<file path="src/rtl/idu_is_pipe3_sched_if.sv">
// Dispatch and issue bundle for the pipe3 issue queue.
// The master drives dispatch and consumes issue; the slave is the scheduler.
interface idu_is_pipe3_sched_if;
  logic        dis_vld;
  logic        dis_rdy;
  logic [4:0]  dis_iid;
  logic [6:0]  dis_opcode;
  logic [6:0]  dis_funct7;
  logic [2:0]  dis_funct3;
  logic [63:0] dis_pc;
  logic        dis_psrc1_vld;
  logic [5:0]  dis_psrc1;
  logic        dis_psrc1_rdy;
  logic        dis_psrc2_vld;
  logic [5:0]  dis_psrc2;
  logic        dis_psrc2_rdy;
  logic        dis_pdst_vld;
  logic [5:0]  dis_pdst;
  logic        dis_imm_vld;
  logic [63:0] dis_imm;

  logic        idu_idu_rf_pipe3_vld;
  logic [4:0]  idu_idu_rf_pipe3_iid;
  logic [6:0]  idu_idu_rf_pipe3_opcode;
  logic [6:0]  idu_idu_rf_pipe3_funct7;
  logic [2:0]  idu_idu_rf_pipe3_funct3;
  logic [63:0] idu_idu_rf_pipe3_pc;
  logic        idu_idu_rf_pipe3_psrc1_vld;
  logic [5:0]  idu_idu_rf_pipe3_psrc1;
  logic        idu_idu_rf_pipe3_psrc2_vld;
  logic [5:0]  idu_idu_rf_pipe3_psrc2;
  logic        idu_idu_rf_pipe3_pdst_vld;
  logic [5:0]  idu_idu_rf_pipe3_pdst;
  logic        idu_idu_rf_pipe3_imm_vld;
  logic [63:0] idu_idu_rf_pipe3_imm;

  modport master (
    output dis_vld, dis_iid, dis_opcode, dis_funct7, dis_funct3,
    output dis_pc, dis_psrc1_vld, dis_psrc1, dis_psrc1_rdy,
    output dis_psrc2_vld, dis_psrc2, dis_psrc2_rdy,
    output dis_pdst_vld, dis_pdst, dis_imm_vld, dis_imm,
    input  dis_rdy,
    input  idu_idu_rf_pipe3_vld, idu_idu_rf_pipe3_iid,
    input  idu_idu_rf_pipe3_opcode, idu_idu_rf_pipe3_funct7,
    input  idu_idu_rf_pipe3_funct3, idu_idu_rf_pipe3_pc,
    input  idu_idu_rf_pipe3_psrc1_vld, idu_idu_rf_pipe3_psrc1,
    input  idu_idu_rf_pipe3_psrc2_vld, idu_idu_rf_pipe3_psrc2,
    input  idu_idu_rf_pipe3_pdst_vld, idu_idu_rf_pipe3_pdst,
    input  idu_idu_rf_pipe3_imm_vld, idu_idu_rf_pipe3_imm
  );

  modport slave (
    input  dis_vld, dis_iid, dis_opcode, dis_funct7, dis_funct3,
    input  dis_pc, dis_psrc1_vld, dis_psrc1, dis_psrc1_rdy,
    input  dis_psrc2_vld, dis_psrc2, dis_psrc2_rdy,
    input  dis_pdst_vld, dis_pdst, dis_imm_vld, dis_imm,
    output dis_rdy,
    output idu_idu_rf_pipe3_vld, idu_idu_rf_pipe3_iid,
    output idu_idu_rf_pipe3_opcode, idu_idu_rf_pipe3_funct7,
    output idu_idu_rf_pipe3_funct3, idu_idu_rf_pipe3_pc,
    output idu_idu_rf_pipe3_psrc1_vld, idu_idu_rf_pipe3_psrc1,
    output idu_idu_rf_pipe3_psrc2_vld, idu_idu_rf_pipe3_psrc2,
    output idu_idu_rf_pipe3_pdst_vld, idu_idu_rf_pipe3_pdst,
    output idu_idu_rf_pipe3_imm_vld, idu_idu_rf_pipe3_imm
  );
endinterface

</file>
<file path="src/rtl/idu_is_pipe3_sched.sv">
// Four-entry pipe3 issue queue: wakeup tracking and oldest-ready select.
// Age is kept as a pairwise older-than matrix so it survives frees.
module idu_is_pipe3_sched (
  input  logic        clk,
  input  logic        rst_clk,
  input  logic        rtu_global_flush,
  input  logic [3:0]  exu_idu_is_wake_vld,
  input  logic [23:0] exu_idu_is_wake_preg,
  input  logic        exu_idu_is_pipe3_stall,
  output logic [2:0]  is_entry_cnt,
  idu_is_pipe3_sched_if.slave pipe_if
);

  typedef struct packed {
    logic [4:0]  iid;
    logic [6:0]  opcode;
    logic [6:0]  funct7;
    logic [2:0]  funct3;
    logic [63:0] pc;
    logic        psrc1_vld;
    logic [5:0]  psrc1;
    logic        psrc2_vld;
    logic [5:0]  psrc2;
    logic        pdst_vld;
    logic [5:0]  pdst;
    logic        imm_vld;
    logic [63:0] imm;
  } ent_t;

  ent_t       ent_q [4];
  logic [3:0] vld_q;
  logic [3:0] s1_q;
  logic [3:0] s2_q;
  logic [3:0] older_q [4];
  logic [2:0] cnt_q;

  ent_t       dis_ent;
  ent_t       sel_ent;
  ent_t       out_ent;
  logic [3:0] rdy;
  logic [3:0] blk;
  logic [3:0] sel;
  logic [3:0] iss_oh;
  logic [3:0] wr_oh;
  logic [3:0] wk1;
  logic [3:0] wk2;
  logic       iss;
  logic       acc;
  logic       d_s1;
  logic       d_s2;

  function automatic logic wake_hit(
    input logic [3:0]  v,
    input logic [23:0] p,
    input logic [5:0]  tag
  );
    logic h;
    h = 1'b0;
    for (int k = 0; k < 4; k++)
      if (v[k] && p[6*k +: 6] == tag) h = 1'b1;
    return h;
  endfunction

  assign dis_ent = '{
    iid:       pipe_if.dis_iid,
    opcode:    pipe_if.dis_opcode,
    funct7:    pipe_if.dis_funct7,
    funct3:    pipe_if.dis_funct3,
    pc:        pipe_if.dis_pc,
    psrc1_vld: pipe_if.dis_psrc1_vld,
    psrc1:     pipe_if.dis_psrc1,
    psrc2_vld: pipe_if.dis_psrc2_vld,
    psrc2:     pipe_if.dis_psrc2,
    pdst_vld:  pipe_if.dis_pdst_vld,
    pdst:      pipe_if.dis_pdst,
    imm_vld:   pipe_if.dis_imm_vld,
    imm:       pipe_if.dis_imm
  };

  assign pipe_if.dis_rdy = (cnt_q < 3'd4) & ~rtu_global_flush;
  assign acc = pipe_if.dis_vld & pipe_if.dis_rdy;

  assign d_s1 = ~dis_ent.psrc1_vld | pipe_if.dis_psrc1_rdy
    | wake_hit(exu_idu_is_wake_vld, exu_idu_is_wake_preg, dis_ent.psrc1);
  assign d_s2 = ~dis_ent.psrc2_vld | pipe_if.dis_psrc2_rdy
    | wake_hit(exu_idu_is_wake_vld, exu_idu_is_wake_preg, dis_ent.psrc2);

  always_comb begin
    wk1 = '0;
    wk2 = '0;
    for (int i = 0; i < 4; i++) begin
      wk1[i] = ent_q[i].psrc1_vld & wake_hit(exu_idu_is_wake_vld,
        exu_idu_is_wake_preg, ent_q[i].psrc1);
      wk2[i] = ent_q[i].psrc2_vld & wake_hit(exu_idu_is_wake_vld,
        exu_idu_is_wake_preg, ent_q[i].psrc2);
    end
  end

  assign rdy = vld_q & s1_q & s2_q;

  // An entry is blocked if any older entry is also ready.
  always_comb begin
    blk = '0;
    for (int i = 0; i < 4; i++)
      for (int j = 0; j < 4; j++)
        if (j != i && rdy[j] && older_q[j][i]) blk[i] = 1'b1;
  end

  assign sel = rdy & ~blk;
  assign iss = (|rdy) & ~exu_idu_is_pipe3_stall
    & ~rtu_global_flush & ~rst_clk;
  assign iss_oh = sel & {4{iss}};

  always_comb begin
    sel_ent = '0;
    for (int i = 0; i < 4; i++)
      if (sel[i]) sel_ent = sel_ent | ent_q[i];
  end

  assign out_ent = iss ? sel_ent : '0;

  always_comb begin
    wr_oh = '0;
    for (int i = 3; i >= 0; i--)
      if (!vld_q[i]) begin
        wr_oh = '0;
        wr_oh[i] = 1'b1;
      end
    if (!acc) wr_oh = '0;
  end

  always_ff @(posedge clk) begin
    for (int i = 0; i < 4; i++)
      if (wr_oh[i]) ent_q[i] <= dis_ent;
  end

  always_ff @(posedge clk) begin
    if (rst_clk) begin
      vld_q <= '0;
      s1_q  <= '0;
      s2_q  <= '0;
      cnt_q <= '0;
      for (int i = 0; i < 4; i++) older_q[i] <= '0;
    end else if (rtu_global_flush) begin
      vld_q <= '0;
      s1_q  <= '0;
      s2_q  <= '0;
      cnt_q <= '0;
    end else begin
      for (int i = 0; i < 4; i++) begin
        if (wr_oh[i]) begin
          vld_q[i]   <= 1'b1;
          s1_q[i]    <= d_s1;
          s2_q[i]    <= d_s2;
          older_q[i] <= '0;
        end else begin
          if (iss_oh[i]) vld_q[i] <= 1'b0;
          s1_q[i] <= s1_q[i] | wk1[i];
          s2_q[i] <= s2_q[i] | wk2[i];
        end
      end
      // Every entry present at write time is older than the new one.
      for (int i = 0; i < 4; i++)
        for (int j = 0; j < 4; j++)
          if (wr_oh[j] && i != j) older_q[i][j] <= vld_q[i];
      cnt_q <= cnt_q + {2'b0, acc} - {2'b0, iss};
    end
  end

  assign is_entry_cnt = cnt_q;

  assign pipe_if.idu_idu_rf_pipe3_vld       = iss;
  assign pipe_if.idu_idu_rf_pipe3_iid       = out_ent.iid;
  assign pipe_if.idu_idu_rf_pipe3_opcode    = out_ent.opcode;
  assign pipe_if.idu_idu_rf_pipe3_funct7    = out_ent.funct7;
  assign pipe_if.idu_idu_rf_pipe3_funct3    = out_ent.funct3;
  assign pipe_if.idu_idu_rf_pipe3_pc        = out_ent.pc;
  assign pipe_if.idu_idu_rf_pipe3_psrc1_vld = out_ent.psrc1_vld;
  assign pipe_if.idu_idu_rf_pipe3_psrc1     = out_ent.psrc1;
  assign pipe_if.idu_idu_rf_pipe3_psrc2_vld = out_ent.psrc2_vld;
  assign pipe_if.idu_idu_rf_pipe3_psrc2     = out_ent.psrc2;
  assign pipe_if.idu_idu_rf_pipe3_pdst_vld  = out_ent.pdst_vld;
  assign pipe_if.idu_idu_rf_pipe3_pdst      = out_ent.pdst;
  assign pipe_if.idu_idu_rf_pipe3_imm_vld   = out_ent.imm_vld;
  assign pipe_if.idu_idu_rf_pipe3_imm       = out_ent.imm;

endmodule

</file>
<file path="src/flat_wrapper.sv">
// flat-port wrapper written by rule: the top's interface ports become plain ports
module idu_is_pipe3_sched_flat 
  (clk, rst_clk, rtu_global_flush, exu_idu_is_wake_vld, exu_idu_is_wake_preg, exu_idu_is_pipe3_stall, is_entry_cnt, pipe_if_dis_vld, pipe_if_dis_iid, pipe_if_dis_opcode, pipe_if_dis_funct7, pipe_if_dis_funct3, pipe_if_dis_pc, pipe_if_dis_psrc1_vld, pipe_if_dis_psrc1, pipe_if_dis_psrc1_rdy, pipe_if_dis_psrc2_vld, pipe_if_dis_psrc2, pipe_if_dis_psrc2_rdy, pipe_if_dis_pdst_vld, pipe_if_dis_pdst, pipe_if_dis_imm_vld, pipe_if_dis_imm, pipe_if_dis_rdy, pipe_if_idu_idu_rf_pipe3_vld, pipe_if_idu_idu_rf_pipe3_iid, pipe_if_idu_idu_rf_pipe3_opcode, pipe_if_idu_idu_rf_pipe3_funct7, pipe_if_idu_idu_rf_pipe3_funct3, pipe_if_idu_idu_rf_pipe3_pc, pipe_if_idu_idu_rf_pipe3_psrc1_vld, pipe_if_idu_idu_rf_pipe3_psrc1, pipe_if_idu_idu_rf_pipe3_psrc2_vld, pipe_if_idu_idu_rf_pipe3_psrc2, pipe_if_idu_idu_rf_pipe3_pdst_vld, pipe_if_idu_idu_rf_pipe3_pdst, pipe_if_idu_idu_rf_pipe3_imm_vld, pipe_if_idu_idu_rf_pipe3_imm);
  idu_is_pipe3_sched_if pipe_if_i ();
  input  logic clk;
  input  logic rst_clk;
  input  logic rtu_global_flush;
  input  logic [3:0] exu_idu_is_wake_vld;
  input  logic [23:0] exu_idu_is_wake_preg;
  input  logic exu_idu_is_pipe3_stall;
  output logic [2:0] is_entry_cnt;
  input wire logic [$bits(pipe_if_i.dis_vld)-1:0] pipe_if_dis_vld;
  input wire logic [$bits(pipe_if_i.dis_iid)-1:0] pipe_if_dis_iid;
  input wire logic [$bits(pipe_if_i.dis_opcode)-1:0] pipe_if_dis_opcode;
  input wire logic [$bits(pipe_if_i.dis_funct7)-1:0] pipe_if_dis_funct7;
  input wire logic [$bits(pipe_if_i.dis_funct3)-1:0] pipe_if_dis_funct3;
  input wire logic [$bits(pipe_if_i.dis_pc)-1:0] pipe_if_dis_pc;
  input wire logic [$bits(pipe_if_i.dis_psrc1_vld)-1:0] pipe_if_dis_psrc1_vld;
  input wire logic [$bits(pipe_if_i.dis_psrc1)-1:0] pipe_if_dis_psrc1;
  input wire logic [$bits(pipe_if_i.dis_psrc1_rdy)-1:0] pipe_if_dis_psrc1_rdy;
  input wire logic [$bits(pipe_if_i.dis_psrc2_vld)-1:0] pipe_if_dis_psrc2_vld;
  input wire logic [$bits(pipe_if_i.dis_psrc2)-1:0] pipe_if_dis_psrc2;
  input wire logic [$bits(pipe_if_i.dis_psrc2_rdy)-1:0] pipe_if_dis_psrc2_rdy;
  input wire logic [$bits(pipe_if_i.dis_pdst_vld)-1:0] pipe_if_dis_pdst_vld;
  input wire logic [$bits(pipe_if_i.dis_pdst)-1:0] pipe_if_dis_pdst;
  input wire logic [$bits(pipe_if_i.dis_imm_vld)-1:0] pipe_if_dis_imm_vld;
  input wire logic [$bits(pipe_if_i.dis_imm)-1:0] pipe_if_dis_imm;
  output wire logic [$bits(pipe_if_i.dis_rdy)-1:0] pipe_if_dis_rdy;
  output wire logic [$bits(pipe_if_i.idu_idu_rf_pipe3_vld)-1:0] pipe_if_idu_idu_rf_pipe3_vld;
  output wire logic [$bits(pipe_if_i.idu_idu_rf_pipe3_iid)-1:0] pipe_if_idu_idu_rf_pipe3_iid;
  output wire logic [$bits(pipe_if_i.idu_idu_rf_pipe3_opcode)-1:0] pipe_if_idu_idu_rf_pipe3_opcode;
  output wire logic [$bits(pipe_if_i.idu_idu_rf_pipe3_funct7)-1:0] pipe_if_idu_idu_rf_pipe3_funct7;
  output wire logic [$bits(pipe_if_i.idu_idu_rf_pipe3_funct3)-1:0] pipe_if_idu_idu_rf_pipe3_funct3;
  output wire logic [$bits(pipe_if_i.idu_idu_rf_pipe3_pc)-1:0] pipe_if_idu_idu_rf_pipe3_pc;
  output wire logic [$bits(pipe_if_i.idu_idu_rf_pipe3_psrc1_vld)-1:0] pipe_if_idu_idu_rf_pipe3_psrc1_vld;
  output wire logic [$bits(pipe_if_i.idu_idu_rf_pipe3_psrc1)-1:0] pipe_if_idu_idu_rf_pipe3_psrc1;
  output wire logic [$bits(pipe_if_i.idu_idu_rf_pipe3_psrc2_vld)-1:0] pipe_if_idu_idu_rf_pipe3_psrc2_vld;
  output wire logic [$bits(pipe_if_i.idu_idu_rf_pipe3_psrc2)-1:0] pipe_if_idu_idu_rf_pipe3_psrc2;
  output wire logic [$bits(pipe_if_i.idu_idu_rf_pipe3_pdst_vld)-1:0] pipe_if_idu_idu_rf_pipe3_pdst_vld;
  output wire logic [$bits(pipe_if_i.idu_idu_rf_pipe3_pdst)-1:0] pipe_if_idu_idu_rf_pipe3_pdst;
  output wire logic [$bits(pipe_if_i.idu_idu_rf_pipe3_imm_vld)-1:0] pipe_if_idu_idu_rf_pipe3_imm_vld;
  output wire logic [$bits(pipe_if_i.idu_idu_rf_pipe3_imm)-1:0] pipe_if_idu_idu_rf_pipe3_imm;
  assign pipe_if_i.dis_vld = pipe_if_dis_vld;
  assign pipe_if_i.dis_iid = pipe_if_dis_iid;
  assign pipe_if_i.dis_opcode = pipe_if_dis_opcode;
  assign pipe_if_i.dis_funct7 = pipe_if_dis_funct7;
  assign pipe_if_i.dis_funct3 = pipe_if_dis_funct3;
  assign pipe_if_i.dis_pc = pipe_if_dis_pc;
  assign pipe_if_i.dis_psrc1_vld = pipe_if_dis_psrc1_vld;
  assign pipe_if_i.dis_psrc1 = pipe_if_dis_psrc1;
  assign pipe_if_i.dis_psrc1_rdy = pipe_if_dis_psrc1_rdy;
  assign pipe_if_i.dis_psrc2_vld = pipe_if_dis_psrc2_vld;
  assign pipe_if_i.dis_psrc2 = pipe_if_dis_psrc2;
  assign pipe_if_i.dis_psrc2_rdy = pipe_if_dis_psrc2_rdy;
  assign pipe_if_i.dis_pdst_vld = pipe_if_dis_pdst_vld;
  assign pipe_if_i.dis_pdst = pipe_if_dis_pdst;
  assign pipe_if_i.dis_imm_vld = pipe_if_dis_imm_vld;
  assign pipe_if_i.dis_imm = pipe_if_dis_imm;
  assign pipe_if_dis_rdy = pipe_if_i.dis_rdy;
  assign pipe_if_idu_idu_rf_pipe3_vld = pipe_if_i.idu_idu_rf_pipe3_vld;
  assign pipe_if_idu_idu_rf_pipe3_iid = pipe_if_i.idu_idu_rf_pipe3_iid;
  assign pipe_if_idu_idu_rf_pipe3_opcode = pipe_if_i.idu_idu_rf_pipe3_opcode;
  assign pipe_if_idu_idu_rf_pipe3_funct7 = pipe_if_i.idu_idu_rf_pipe3_funct7;
  assign pipe_if_idu_idu_rf_pipe3_funct3 = pipe_if_i.idu_idu_rf_pipe3_funct3;
  assign pipe_if_idu_idu_rf_pipe3_pc = pipe_if_i.idu_idu_rf_pipe3_pc;
  assign pipe_if_idu_idu_rf_pipe3_psrc1_vld = pipe_if_i.idu_idu_rf_pipe3_psrc1_vld;
  assign pipe_if_idu_idu_rf_pipe3_psrc1 = pipe_if_i.idu_idu_rf_pipe3_psrc1;
  assign pipe_if_idu_idu_rf_pipe3_psrc2_vld = pipe_if_i.idu_idu_rf_pipe3_psrc2_vld;
  assign pipe_if_idu_idu_rf_pipe3_psrc2 = pipe_if_i.idu_idu_rf_pipe3_psrc2;
  assign pipe_if_idu_idu_rf_pipe3_pdst_vld = pipe_if_i.idu_idu_rf_pipe3_pdst_vld;
  assign pipe_if_idu_idu_rf_pipe3_pdst = pipe_if_i.idu_idu_rf_pipe3_pdst;
  assign pipe_if_idu_idu_rf_pipe3_imm_vld = pipe_if_i.idu_idu_rf_pipe3_imm_vld;
  assign pipe_if_idu_idu_rf_pipe3_imm = pipe_if_i.idu_idu_rf_pipe3_imm;
  idu_is_pipe3_sched u_core (.clk(clk), .rst_clk(rst_clk), .rtu_global_flush(rtu_global_flush), .exu_idu_is_wake_vld(exu_idu_is_wake_vld), .exu_idu_is_wake_preg(exu_idu_is_wake_preg), .exu_idu_is_pipe3_stall(exu_idu_is_pipe3_stall), .is_entry_cnt(is_entry_cnt), .pipe_if(pipe_if_i));
endmodule
</file>
<file path="config.mk">
export PLATFORM = sky130hd
export DESIGN_NAME = idu_is_pipe3_sched_flat
export DESIGN_NICKNAME = d
export VERILOG_FILES = /design/src/rtl/idu_is_pipe3_sched_if.sv /design/src/rtl/idu_is_pipe3_sched.sv /design/src/flat_wrapper.sv
export SDC_FILE = /design/constraint.sdc
export NUM_CORES = 1
export LEC_CHECK = 0
export ABC_AREA = 1
export CAP_MARGIN = 0
export CORE_MARGIN = 5
export CORE_UTILIZATION = 45
export CTS_BUF_LIST = sky130_fd_sc_hd__clkbuf_16
export DETAILED_ROUTE_END_ITERATION = 10
export PLACE_DENSITY = 0.67
export SYNTH_ARGS = -nofsm -noshare
export SYNTH_HDL_FRONTEND = slang
export SYNTH_SLANG_ARGS = --single-unit
</file>
<file path="constraint.sdc">
create_clock -name clk -period 14.5 [get_ports clk]
set_clock_uncertainty 0.15 [all_clocks]
set_input_delay 4.35 -clock clk [delete_from_list [all_inputs] [get_ports clk]]
set_output_delay 4.35 -clock clk [all_outputs]
set_load 0.02 [all_outputs]
</file>
==> results.md <==
Pwr:
- In this run switching power makes up 21.20% of total power.
- The net switching power is 0.0009391 W.
- Total power for the finished layout comes to 0.004429 W.
- The power density normalized to cell area is 114.2 nW/um^2.
- In this run, the combinational gates consume 4.6% of the power.
- The internal power is 0.003490 W.
- The maximum VDD drop is 0.09585 mV.
- The share of total power in sequential cells is 52.2%.
- The leakage component of the power is 15.12 nW.
- Of the total power, the clock network draws 43.3%.

Global routing:
- The via count of the first global-routing pass is 22460.
- Global routing finished with a remaining overflow of 0.
- Global routing used 30.04% of the available met1 tracks.
- For this run, the total global-route usage over all layers was measured as 22.94%.
- For met2 alone, demand over resource in global routing was 36.98%.
- The largest net degree at the start of global routing is 118.
- The wire length of the first global-routing pass is 132700 microns.
- Global routing consumed, on the met3 layer, 5.111% of the routing resources.
- The number of antenna violations at the first check in global routing is 13.
- The peak-usage layer in the global routing report is met2.

Critical path:
- The critical path in this run is classified as in -> out.
- Data on the critical path is required at its endpoint by 10000 ps.
- The critical path contains buffers and inverters numbering 3 combined.
- Walking the worst path, the cells encountered are clkdlybuf4s50_1, nor2_2, nand3_4, buf_4, nor2_1, clkdlybuf4s50_1.
- The data arrival at the endpoint of the critical path is 7930 ps.
- The top cell family by delay on the critical path is buffers and inverters.
- The sort of element at the start of the critical path is an input port.
- The cell that appears most often on the critical path is sky130_fd_sc_hd__clkdlybuf4s50_1.
- STA classifies the critical path endpoint as a primary output.
- The longest individual stage delay on the worst path is 800 ps.
- The cell with the largest stage delay on the worst path is sky130_fd_sc_hd__nand3_4.
- Along the worst path, the maximum fanout reaches 94.

Floorplan:
- Once the floorplan was initialized, standard cells occupied 45.29% of the core.
- The floorplan row count is 97.
- The die area is 75630 sq um.
- The horizontal extent of the die is 275.0 microns.
- The region available for standard cell placement spans 69790 sq um.
- In this run the vertical extent of the chip is 275.0 microns.
- The I/O pin total is 384.

Place:
- At the end of routability-driven placement, the weighted congestion stood at 0.9657.
- The HPWL after detailed placement is 54180 microns.
- The total cell area at the placement stage is 36240 sq um.
- The number of buffers added on ports is 383.
- The worst slack at placement is 2024 ps.

Job:
- The count of maximum capacitance violations is 0.

Finish:
- The area growth from synthesis to layout is 22.67%.
- The core utilization of the finished layout is 55.56%.
- The post-route netlist has 4.637% of its cells at a drive strength greater than 1.
- The filler cells instantiated in the layout total 5969.
- With fillers left out, the area of the finished cells amounts to 38770 sq um.
- At the end of the flow, the number of nets in the layout was 3881.

Drt:
- The DRC violations left is 0.
- The post-detailed-routing wire length is 88790 microns.
- The routed wire length per instance is 19.00 microns.
- The total number of vias is 23420.
- The first routing iteration left 1877 violations.
- The pre-antenna-repair detailed-routing pass consisted of 6 iterations.
- The number of nets with antenna violations after detailed routing is 0.
- Dividing the detail-routed via count by the number of cells gives 5.010.

Clock network:
- The number of setup buffers added after CTS is 0.
- The TritonCTS clock tree is yes.
- Clock-pin slew was measured on the worst setup and hold paths at 60 ps.
- The insertion delay of the later-clocked pin in the worst-skew pair is 630 ps.
- The number of clock buffers added by TritonCTS is 75.
- The post-cts hold buffer count is 0.
- The maximum clock path buffer count is 3.
- The deepest level of the CTS H-tree is 3.
- The number of gates resized after CTS is 0.
- The CTS root buffer is sky130_fd_sc_hd__clkbuf_16.
- The clock sink total is 715.

Synth:
- The count of flip-flops with a built-in enable after synthesis is 699.
- The number of nets produced by synthesis is 3526.
- By count the netlist is led by sky130_fd_sc_hd__nand2_1 (1626), sky130_fd_sc_hd__edfxtp_1 (699), sky130_fd_sc_hd__nor2_1 (543), sky130_fd_sc_hd__inv_1 (102), sky130_fd_sc_hd__buf_2 (69).
- The synthesized netlist occupies a cell area of 31610 sq um.
- The prevailing post-synth register cell is sky130_fd_sc_hd__edfxtp_1.
- Ranked by total cell area, the synthesized netlist is headed by sky130_fd_sc_hd__edfxtp_1 (66%), sky130_fd_sc_hd__nand2_1 (19%), sky130_fd_sc_hd__nor2_1 (6.4%).
- The share of flip-flops with an asynchronous set or reset is 0%.
- Summed over all instances, the cell type with the most area after synthesis is sky130_fd_sc_hd__edfxtp_1.
- The number of register bits inferred by synthesis is 715.
- The number of warnings printed during yosys synthesis is 0.
- The count of distinct cell types in the synthesized netlist is 30.
- The most numerous cell in the Yosys netlist is sky130_fd_sc_hd__nand2_1.
- The top-area cell type share of the netlist area is 66.41%.
- Summing the sequential cell areas from Yosys gives 67.43% of the chip area.
- Counting every instance in the synthesized netlist gives 3316.
- Dividing the synthesized area by the synthesized cell count gives 9.531 sq um.

Outcome:
- The flow ran to the end, and the final reports show no timing, DRC or antenna violations.

Timing:
- Setup repair after global routing left no endpoint under its margin.
- After layout, the worst setup slack is 2075 ps.
- For the pin with the worst max-slew slack, the measured transition is 1143 ps.
- Setup violations remaining at the end of the flow were counted as 0.
- The count of pins over their slew limit is 0.
- The upper clock frequency limit is 80.48 MHz.
- The routed design could run at a clock period as short as 12430 ps.
- The number of endpoints with negative hold slack in the final report is 0.
- The total negative slack is 0 ps.
- The final cycle utilization of the critical path is 85.69%.
- Headroom to the max-slew limit came out at 23.77%.

Hold path:
- The tightest min-delay check is of the reg -> reg type.
==> area by class of cell <==
cell class | instances | area (sq um) | share of cell area [%]
tap | 940 | 1176 | 3.034
timing repair buffer | 407 | 4026 | 10.39
sequential | 715 | 21310 | 54.97
inverter | 132 | 510.5 | 1.317
clock buffer | 76 | 1902 | 4.905
multi-input combinational | 2340 | 9213 | 23.76
clock inverter | 61 | 624.3 | 1.610
antenna | 3 | 7.507 | 0.01936
==> through the flow <==
| step | std cells | hold WS [ps] |
|---|---|---|
| finish | 4674 | 332.2 |
| global route | 4671 | 372.5 |
| CTS | 4671 | 332.2 |
| detailed placement | 4534 | 323.8 |
| global placement | 4534 | 320.2 |
| floorplan | 3316 | 296.7 |
==> layout by cell type, fill, tap and decap left out, types with 2 or more instances in the layout <==
master                            instances
sky130_fd_sc_hd__a21oi_1                 52
sky130_fd_sc_hd__o21ai_1                  2
sky130_fd_sc_hd__clkinv_8                 2
sky130_fd_sc_hd__clkinv_4                 4
sky130_fd_sc_hd__xnor2_1                 20
sky130_fd_sc_hd__nor3_1                   2
sky130_fd_sc_hd__edfxtp_1               699
sky130_fd_sc_hd__buf_4                   23
sky130_fd_sc_hd__xor2_1                   2
sky130_fd_sc_hd__ha_1                     2
sky130_fd_sc_hd__bufinv_16                8
sky130_fd_sc_hd__inv_6                    2
sky130_fd_sc_hd__clkinv_1                13
sky130_fd_sc_hd__clkinvlp_4               4
sky130_fd_sc_hd__nor2_1                 541
sky130_fd_sc_hd__o2bb2ai_1                2
sky130_fd_sc_hd__clkdlybuf4s50_1        383
sky130_fd_sc_hd__diode_2                  3
sky130_fd_sc_hd__inv_1                  118
sky130_fd_sc_hd__inv_8                    2
sky130_fd_sc_hd__or2_2                    3
sky130_fd_sc_hd__nand3_1                 42
sky130_fd_sc_hd__nand4_1                  8
sky130_fd_sc_hd__clkbuf_16               76
sky130_fd_sc_hd__clkinv_2                 8
sky130_fd_sc_hd__clkinv_16                4
sky130_fd_sc_hd__nand2_1               1626
sky130_fd_sc_hd__inv_2                   28
sky130_fd_sc_hd__dfxtp_1                 16
sky130_fd_sc_hd__nor2_4                   2
sky130_fd_sc_hd__o21ai_0                 20
sky130_fd_sc_hd__or2_1                    5
==> final timing paths <==
check	startpoint	endpoint	slack, ps	depth (start not counted)
max	rst_clk	pipe_if_idu_idu_rf_pipe3_pc[55]	2070	6
max reg2reg	u_core.vld_q[1]	u_core.is_entry_cnt[2]	10950	10
min	u_core.vld_q[2]	u_core.vld_q[2]	330	2
min reg2reg	u_core.vld_q[2]	u_core.vld_q[2]	330	2
==> worst reg2reg max path, stage by stage (launching register included) <==
cell                      delay [ps]
sky130_fd_sc_hd__dfxtp_1         470
sky130_fd_sc_hd__nand3_1         210
sky130_fd_sc_hd__nand4_1         230
sky130_fd_sc_hd__nand3_4         740
sky130_fd_sc_hd__inv_2           400
sky130_fd_sc_hd__ha_1            180
sky130_fd_sc_hd__inv_1            40
sky130_fd_sc_hd__ha_1            210
sky130_fd_sc_hd__fa_1            420
sky130_fd_sc_hd__or2_2           310
sky130_fd_sc_hd__a21oi_1         120
==> layer usage <==
layer	up-vias	part of all wire, %
met5	-	0.13
li1	11380	-
met3	271	8.3
met4	16	4.6
met2	935	47
met1	10820	40
==> power by group through the flow <==
| stage | combinational [W] | sequential [W] | clock (W) |
|---|---|---|---|
| floorplan | 0.0000770 | 0.00235 | 0 |
| global placement | 0.000195 | 0.00235 | 0 |
| detailed placement | 0.000197 | 0.00235 | 0 |
| CTS | 0.000197 | 0.00231 | 0.00196 |
| global route | 0.000216 | 0.00231 | 0.00205 |
| finish | 0.000202 | 0.00231 | 0.00192 |
==> registers in the layout (all words and copies together), names as in the netlist <==
register / count
u_core.ent_q: 688
u_core.older_q: 12
u_core.is_entry_cnt: 3
u_core.s2_q: 4
u_core.s1_q: 4
u_core.vld_q: 4
==> kinds of logic after synthesis <==
family          count (synthesis)  synth area share [%]
buf+inv                       261                 3.563
fa+ha+maj                       3                0.1425
flops                         715                 67.43
xor+xnor                       22                0.6097
compound gates                 79                 1.295
simple gates                 2236                 26.96
Note: power is estimated with default switching activity, not from simulation.
